### src/rtl/anneal_sequencer.sv
// anneal_sequencer: host-side command sequencer for the replica array.
// Each iteration draws one random move per replica (xorshift32), loads the moves,
// runs the array, walks every replica through its distance/metropolis slot and
// finishes with a replica-exchange command alternating PREV/FOLW.

package anneal_pkg;
  typedef enum logic [1:0] {OR0 = 2'd0, OR1 = 2'd1, TWO = 2'd2} opt_command;
  typedef enum logic [1:0] {NOP = 2'd0, SELF = 2'd1, PREV = 2'd2, FOLW = 2'd3} exchange_command_t;
endpackage

module anneal_sequencer
  import anneal_pkg::*;
#(
  parameter int replica_num = 32,
  parameter int city_num    = 30,
  parameter int opt_wait    = 6,
  parameter int dist_wait   = 21
) (
  input  logic              clk,
  input  logic              reset,
  input  logic              start,
  input  logic [15:0]       iter_num,
  input  logic              seed_load,
  input  logic [31:0]       seed,
  output logic              busy,
  output logic              done,
  output logic              set_opt,
  output opt_command        opt_com,
  output logic [6:0]        K,
  output logic [6:0]        L,
  output logic              run_command,
  output exchange_command_t c_exchange,
  output logic              run_distance,
  output exchange_command_t c_metropolis
);

  localparam int REP_W   = (replica_num > 1) ? $clog2(replica_num) : 1;
  localparam int CNT_MAX = (dist_wait + 1 > opt_wait - 1) ? dist_wait + 1 : opt_wait - 1;
  localparam int CNT_W   = $clog2(CNT_MAX + 1);

  typedef enum logic [2:0] {IDLE, GEN, RUN, OWAIT, DIST, EXCH, FIN} state_t;

  typedef struct packed {
    opt_command com;
    logic [6:0] k;
    logic [6:0] l;
  } move_t;

  // One xorshift32 step.
  function automatic logic [31:0] xorshift32(input logic [31:0] x);
    logic [31:0] y;
    y = x;
    y = y ^ (y << 13);
    y = y ^ (y >> 17);
    y = y ^ (y << 5);
    return y;
  endfunction

  // Map a raw generator word to a legal move; TWO moves are ordered K<L.
  function automatic move_t draw_move(input logic [31:0] r);
    logic [15:0] ka_m;
    logic [13:0] la_m;
    logic [6:0]  ka;
    logic [6:0]  la;
    move_t       m;
    ka_m = r[17:2] % 16'(city_num - 1);
    la_m = r[31:18] % 14'(city_num - 1);
    ka   = 7'(ka_m) + 7'd1;
    la   = 7'(la_m) + 7'd1;
    if (la == ka) la = (ka == 7'(city_num - 1)) ? 7'd1 : ka + 7'd1;
    case (r[1:0])
      2'd0:    m.com = OR0;
      2'd1:    m.com = OR1;
      default: m.com = TWO;
    endcase
    if (m.com == TWO && ka > la) begin
      m.k = la;
      m.l = ka;
    end else begin
      m.k = ka;
      m.l = la;
    end
    return m;
  endfunction

  state_t             state_q, state_d;
  logic [31:0]        gen_q, gen_d;
  logic [REP_W-1:0]   rep_q, rep_d;
  logic [CNT_W-1:0]   cnt_q, cnt_d;
  logic [15:0]        iter_q, iter_d;
  logic [15:0]        iter_num_q, iter_num_d;
  move_t              hold_q, hold_d;
  move_t              mv_q [replica_num];
  move_t              gen_mv;
  move_t              out_mv;
  logic               mv_we;

  assign gen_mv  = draw_move(gen_q);
  assign opt_com = out_mv.com;
  assign K       = out_mv.k;
  assign L       = out_mv.l;

  // Next-state, counters, generator and strobe decode.
  always_comb begin
    state_d      = state_q;
    gen_d        = gen_q;
    rep_d        = rep_q;
    cnt_d        = cnt_q;
    iter_d       = iter_q;
    iter_num_d   = iter_num_q;
    out_mv       = hold_q;
    mv_we        = 1'b0;
    busy         = (state_q != IDLE) && (state_q != FIN);
    done         = 1'b0;
    set_opt      = 1'b0;
    run_command  = 1'b0;
    run_distance = 1'b0;
    c_exchange   = NOP;
    c_metropolis = NOP;
    case (state_q)
      IDLE: begin
        // Seed is applied before start so the first GEN uses it.
        if (seed_load) gen_d = (seed == 32'd0) ? 32'd1 : seed;
        if (start) begin
          iter_num_d = iter_num;
          iter_d     = '0;
          rep_d      = '0;
          cnt_d      = '0;
          state_d    = (iter_num == 16'd0) ? FIN : GEN;
        end
      end
      GEN: begin
        set_opt = 1'b1;
        out_mv  = gen_mv;
        mv_we   = 1'b1;
        gen_d   = xorshift32(gen_q);
        if (rep_q == REP_W'(replica_num - 1)) begin
          rep_d   = '0;
          state_d = RUN;
        end else begin
          rep_d = rep_q + 1'b1;
        end
      end
      RUN: begin
        run_command = 1'b1;
        cnt_d       = '0;
        state_d     = OWAIT;
      end
      OWAIT: begin
        if (cnt_q == CNT_W'(opt_wait - 1)) begin
          cnt_d   = '0;
          rep_d   = '0;
          state_d = DIST;
        end else begin
          cnt_d = cnt_q + 1'b1;
        end
      end
      DIST: begin
        out_mv = mv_q[rep_q];
        if (cnt_q == '0) run_distance = 1'b1;
        if (cnt_q == CNT_W'(dist_wait + 1)) begin
          c_metropolis = SELF;
          cnt_d        = '0;
          if (rep_q == REP_W'(replica_num - 1)) begin
            state_d = EXCH;
          end else begin
            rep_d = rep_q + 1'b1;
          end
        end else begin
          cnt_d = cnt_q + 1'b1;
        end
      end
      EXCH: begin
        run_command = 1'b1;
        c_exchange  = iter_q[0] ? FOLW : PREV;
        iter_d      = iter_q + 16'd1;
        rep_d       = '0;
        state_d     = (iter_d == iter_num_q) ? FIN : GEN;
      end
      FIN: begin
        done    = 1'b1;
        state_d = IDLE;
      end
      default: state_d = IDLE;
    endcase
    hold_d = out_mv;
  end

  // Control and held-output registers.
  always_ff @(posedge clk) begin
    if (reset) begin
      state_q    <= IDLE;
      gen_q      <= 32'd1;
      rep_q      <= '0;
      cnt_q      <= '0;
      iter_q     <= '0;
      iter_num_q <= '0;
      hold_q     <= '{com: OR0, k: 7'd0, l: 7'd0};
    end else begin
      state_q    <= state_d;
      gen_q      <= gen_d;
      rep_q      <= rep_d;
      cnt_q      <= cnt_d;
      iter_q     <= iter_d;
      iter_num_q <= iter_num_d;
      hold_q     <= hold_d;
    end
  end

  // Move store written during GEN, read back during DIST.
  always_ff @(posedge clk) begin
    if (mv_we) mv_q[rep_q] <= gen_mv;
  end

endmodule

### config.mk
export PLATFORM = sky130hd
export DESIGN_NAME = anneal_sequencer
export DESIGN_NICKNAME = d
export VERILOG_FILES = /design/src/rtl/anneal_sequencer.sv
export SDC_FILE = /design/constraint.sdc
export NUM_CORES = 1
export LEC_CHECK = 0
export ABC_AREA = 1
export CAP_MARGIN = 20
export CORE_AREA = 2 2 239 241
export CTS_CLUSTER_DIAMETER = 40
export CTS_CLUSTER_SIZE = 30
export DETAILED_ROUTE_END_ITERATION = 10
export DIE_AREA = 0 0 241 243
export PLACE_DENSITY = 0.74
export REMOVE_ABC_BUFFERS = 1
export SLEW_MARGIN = 0
export SYNTH_ARGS = -nofsm -noshare
export SYNTH_HDL_FRONTEND = slang
export SYNTH_SLANG_ARGS = --single-unit
### constraint.sdc
create_clock -name clk -period 8.9 [get_ports clk]
set_clock_uncertainty 0.2 [all_clocks]
set_input_delay 0.89 -clock clk [delete_from_list [all_inputs] [get_ports clk]]
set_output_delay 0.89 -clock clk [all_outputs]
set_load 0.03 [all_outputs]
==> results of run 1 <==
==> layout make-up <==
cell class | count | area [µm²]
clock buffer | 89 | 2117
clock inverter | 55 | 696.9
fill | 3957 | 16910
inverter | 254 | 975.9
multi-input combinational | 2146 | 13080
sequential | 610 | 17350
tap | 756 | 945.9
timing repair buffer | 409 | 3865
timing repair inverter | 1 | 5.005
==> flip-flops by register name, summed over array words and instances (netlist names), named ones only <==
register / count
cnt_q: 5
gen_q: 32
hold_q: 16
iter_num_q: 16
iter_q: 16
mv_q: 512
rep_q: 5
state_q: 3
==> timing repair <==
| item | 4_1_cts | 5_1_grt |
|---|---|---|
| setup buffers | 41 | 13 |
| pin swaps | 101 | 138 |
| setup endpoints to repair | 476 | 476 |
| resized for setup | 194 | 217 |
| gates cloned | 3 | 5 |
==> per-stage QoR <==
step                      instance area (µm²)  setup slack, ns  std cells  hold WS [ns]
after floorplan                         29770           -2.571       3009        0.2393
final                                   39040           -1.901       4320        0.2716
after detailed placement                33840           -1.275       4117        0.2670
after global routing                    39040           -2.347       4320        0.3012
after CTS                               37870           -1.262       4304        0.2750
after global placement                  33830          -0.8511       4116        0.2549
==> routing by layer <==
layer  vias to the layer above  GRT usage (%)
met5                         -              0
met4                         0          13.24
met2                      1305          48.60
li1                      11770              -
met3                       255          4.197
met1                     12290          36.70
==> kinds of logic (layout without fill, tap and decap cells) <==
family,count (synthesis),after routing,share of synthesized area [%]
xor+xnor,95,95,2.808
fa+ha+maj,29,29,1.192
simple gates,1309,1310,20.28
other cells,1,1,0.01232
flops,610,610,56.97
compound gates,711,711,13.44
buf+inv,403,808,5.300
==> critical path: cells and delay by family (launching register included) <==
| family | cells | cell delay (ns) |
|---|---|---|
| adders and majority gates | 4 | 0.78 |
| and+or+nand+nor | 43 | 4.38 |
| buffers and inverters | 20 | 2.07 |
| AOI/OAI and AO/OA | 7 | 1.17 |
| DFF | 1 | 0.43 |
| xor gates and xnor gates | 1 | 0.21 |
==> cell usage after synthesis, types with 29 or more instances <==
| master | n |
|---|---|
| a21oi_1 | 81 |
| inv_2 | 33 |
| dfxtp_1 | 98 |
| clkbuf_1 | 128 |
| nand2_2 | 66 |
| nand3_2 | 33 |
| xor2_1 | 60 |
| nand3_1 | 178 |
| o22ai_1 | 139 |
| ha_1 | 29 |
| xnor2_1 | 32 |
| inv_1 | 212 |
| nand4_1 | 43 |
| nand2_1 | 379 |
| o21ai_0 | 376 |
| edfxtp_1 | 512 |
| nor2_1 | 489 |
==> worst paths after layout <==
path	depth (start not counted)	end	slack (ns)	from
hold reg to reg	2	iter_q[9]$_SDFFE_PP0P_	0.27	iter_q[9]$_SDFFE_PP0P_
setup reg to reg	75	mv_q[10][12]$_DFFE_PP_	-0.68	gen_q[17]$_SDFFE_PP0P_
setup / recovery	75	K[5]	-1.90	gen_q[17]$_SDFFE_PP0P_
hold / removal	2	iter_q[9]$_SDFFE_PP0P_	0.27	iter_q[9]$_SDFFE_PP0P_
==> results.toml, run 1 <==
[status]
status = "finished, violations left"
violations = "negative setup slack"

[detailed_routing]
drt-initial-drc-count = 2582
top_layer = "met4"
drtPass1Iterations = 8
drc = 0
ant_nets = 0
met2_length_um = 43730
wl_met1_um = 33630
routedWlPerCell_um = 20.69
drt-total-wl_um = 89390
viasPerCell = 5.932
via_count = 25630
wl_met3_um = 7629

[cells_and_area]
layout_common_cells = "512 x edfxtp_1, 463 x nor2_1, 371 x o21ai_0"
nets = 3580
diodes = 0
area_growth_pct = 28.27
layout-drive-gt1-share_pct = 26.21
postLayoutCoreUtil_pct = 69.77
layout_commonest_cell = "edfxtp_1"

[timing]
finalSetupViolCount = 476
maxSlewHeadroom_pct = 24.32
drv_slew = 0
fin_ws_ns = -1.901
hold_violations = 0
fin_setup_tns_ns = -310.51
rsz0062_at_grt = "yes"
timing.fmax_mhz = 92.58
worst-slew-pin-transition_ns = 1.131
fin_crit_sh_pct = 121.4
fin_crit_ns = 10.80

[synth]
ys.flop_type = "edfxtp_1"
ys_ff_latch = 610
yosys.cell_types.count = 65
synth_area_um2 = 30430
synth_top_cell_by_area = "edfxtp_1"
synth_top_area_share_pct = 50.52
synth_enable_flop_cells = 512
yosysWarnings = 0
syn_area_per_cell_um2 = 9.637
seq_area_frac_synth_pct = 56.97
ys_top_cells_by_area = "edfxtp_1 51%, dfxtp_1 6.4%, o21ai_0 6.2%, nor2_1 6.0%, nand2_1 4.7%"
synth-async-reset-ratio_pct = 0
synthCells = 3158

[global_route]
grt-ovfl-total = 0
grt_pass1_wl_um = 131300
grt_max_degree = 179
grt_antenna_before_repair = 0
grtUsageTotal_pct = 28.84
grt_pass1_vias = 24790

[floorplanning]
coreArea_um2 = 55950
rows = 87
ios = 77
dieArea_um2 = 58560
dieWidth_um = 241
die_h_um = 243
start_util_pct = 54.39

[cts]
max-clock-path-buffers = 3
cts_inserted_buffers = 77
insertion_delay_ns = 0.62
cts_tree = "built"
clkTransAtPathRegs_ns = 0.05
clock-root-buffer = "clkbuf_16"
htreeDepth = 3
clock-sinks = 610
postCtsHoldBufs = 0

[setup_path]
endpoint_kind = "primary output"
required_ns = 7.81
start_kind = "flip-flop"
crit_type = "flip-flop to primary output"
cpPeakStageDelay_ns = 0.43
critical-path-slowest-cell = "dfxtp_1"
path_max_fanout = 6
crit_top_cell = "nand2_4"
arrival_ns = 9.71

[worst_hold_path]
holdCritPathClass = "flip-flop to flip-flop"

[run]
cap_violations = 0

[placement]
gp_congestion = 0.9055
port_buffers = 75
dp_hpwl_um = 51380
Power of run 1 is not shown: default switching activity piles up to over one toggle a cycle in this logic, so the estimate is an artifact.
==> run 2: changes to the inputs <==
- CORE_AREA: 2 2 239 241 -> 5 5 242 244
- DIE_AREA: 0 0 241 243 -> 0 0 247 249
- DONT_BUFFER_PORTS: unset -> 1
- GPL_TIMING_DRIVEN: unset -> 0
- PLACE_DENSITY: 0.74 -> 0.72
==> run 2 against run 1 <==
Net effect:
- the run still ends with negative setup slack left
- register-to-register slack got worse by 0.10 ns
- critical path depth rose by 7
- setup slack improved by 0.18 ns
- first-iteration DRC count decreased by 4.7%
- sequential cell count did not move
- non-clock buffer count fell by 208
- core utilization fell by 3.0 points
- maximum frequency up 1.7%
==> results.toml, run 2 (synthesis results as in run 1) <==
[placement]
dp_hpwl_um = 51250
port_buffers = 0
dp_slack_ns = -2.953
gp_congestion = 0.8774

[global_route]
grt_max_degree = 162
grt_pass1_vias = 23630
grt_pass1_wl_um = 129200
grt-ovfl-total = 0
grtUsageTotal_pct = 26.32
grt_antenna_before_repair = 0

[cells_and_area]
layout_common_cells = "512 x edfxtp_1, 425 x nor2_1, 369 x o21ai_0"
diodes = 0
area_growth_pct = 22.92
regMostFlops = "mv_q"
largest_reg_flops = 512
largestRegisters = "mv_q (512), gen_q (32)"
layout_commonest_cell = "edfxtp_1"
nets = 3366
layout-drive-gt1-share_pct = 25.46
postLayoutCoreUtil_pct = 66.73

[detailed_routing]
drc = 0
drtPass1Iterations = 7
drt-total-wl_um = 85310
via_count = 24540
routedWlPerCell_um = 20.82
ant_nets = 0
viasPerCell = 5.987
drt-initial-drc-count = 2461

[run]
cap_violations = 0

[setup_path]
critical-path-slowest-cell = "dfxtp_4"
endpoint_kind = "primary output"
reg2reg_depth = 81
timing.rr.start = "gen_q[16]$_SDFFE_PP0P_"
start_kind = "flip-flop"
crit_type = "flip-flop to primary output"
required_ns = 7.81
arrival_ns = 9.53
r2r_setup_slack_ns = -0.78
cpPeakStageDelay_ns = 0.36
path_max_fanout = 8
r2r_end = "mv_q[20][0]$_DFFE_PP_"

[status]
violations = "negative setup slack"
status = "finished, violations left"

[floorplanning]
ios = 77
dieWidth_um = 247
coreArea_um2 = 56060
dieArea_um2 = 61500
die_h_um = 249
start_util_pct = 54.29
rows = 87

[timing]
rsz0062_at_grt = "yes"
hold_violations = 0
timing.fmax_mhz = 94.14
fin_ws_ns = -1.723
finalSetupViolCount = 476
maxSlewHeadroom_pct = 28.86
worst_hold_slack_ns = 0.1519
drv_slew = 0
fin_crit_ns = 10.62
worst-slew-pin-transition_ns = 1.053
fin_crit_sh_pct = 119.4
fin_setup_tns_ns = -281.90

[cts]
postCtsHoldBufs = 0
clock-sinks = 610
clkTransAtPathRegs_ns = 0.06
insertion_delay_ns = 0.61
max-clock-path-buffers = 3
htreeDepth = 3
cts_tree = "built"
cts_inserted_buffers = 70
clock-root-buffer = "clkbuf_16"

[worst_hold_path]
min_from = "reset"
hold_path_depth = 1
holdCritPathClass = "primary input to flip-flop"
hold_end = "iter_q[4]$_SDFFE_PP0P_"
## run 2: cell types whose count changed in the layout (fill, tap and decap cells not counted), moves of 13 or more
cell             previous run  this run
clkdlybuf4s50_1            60         0
nand2_1                   315       292
nand2_8                     3        16
nand2_2                    84       107
buf_6                      23         9
nor2_2                     26        59
buf_8                       2        28
buf_4                     280       138
buf_16                      1        19
nor2_1                    463       425
buf_12                     38         7
## run 2: timing repair
item / 4_1_cts / 5_1_grt
gates cloned: 3 / 0
pin swaps: 126 / 89
setup buffers: 111 / 40
resized for setup: 309 / 135
endpoints found under the setup margin: 476 / 476
## run 2: layer usage
metal | global-route usage [%] | routed length [µm]
met5 | 0 | 0
met4 | 10.43 | 3653
met3 | 5.032 | 7451
met2 | 44.37 | 42140
met1 | 33.60 | 32060
## run 2: worst max-delay path, delay by kind of cell, from the launching register on
| family | cells | cell delay [ns] |
|---|---|---|
| flops | 1 | 0.36 |
| simple gates | 56 | 5.40 |
| buf+inv | 17 | 1.61 |
| fa+ha+maj | 3 | 0.73 |
| xor+xnor | 1 | 0.16 |
| compound gates | 5 | 0.67 |
## run 2: area by class of cell
class | instances | area [µm²]
Clock buffer | 74 | 1829
Tap cell | 756 | 945.9
Fill cell | 3938 | 18650
Sequential cell | 610 | 17380
Multi-Input combinational cell | 2147 | 13390
Timing Repair Buffer | 201 | 2221
Clock inverter | 55 | 638.1
Timing Repair inverter | 1 | 8.758
Inverter | 254 | 996.0
## run 2: worst max path at each step
stage | start | end
after CTS | gen_q[15]$_SDFFE_PP0P_ | K[1]
after global placement | flip-flop | L[3]
after detailed placement | gen_q[15]$_SDFFE_PP0P_ | L[1]
after floorplan | flip-flop | K[3]
final | gen_q[16]$_SDFFE_PP0P_ | L[5]
after global routing | gen_q[15]$_SDFFE_PP0P_ | L[5]
## run 2: per-stage QoR
stage / instance area (µm²) / cells
3_5_place_dp: 31750 / 3811
5_1_grt: 37410 / 4098
2_1_floorplan: 29770 / 3009
6_report: 37410 / 4098
3_3_place_gp: 30720 / 3765
4_1_cts: 36410 / 4054
Power of run 2 is left out for the same reason.
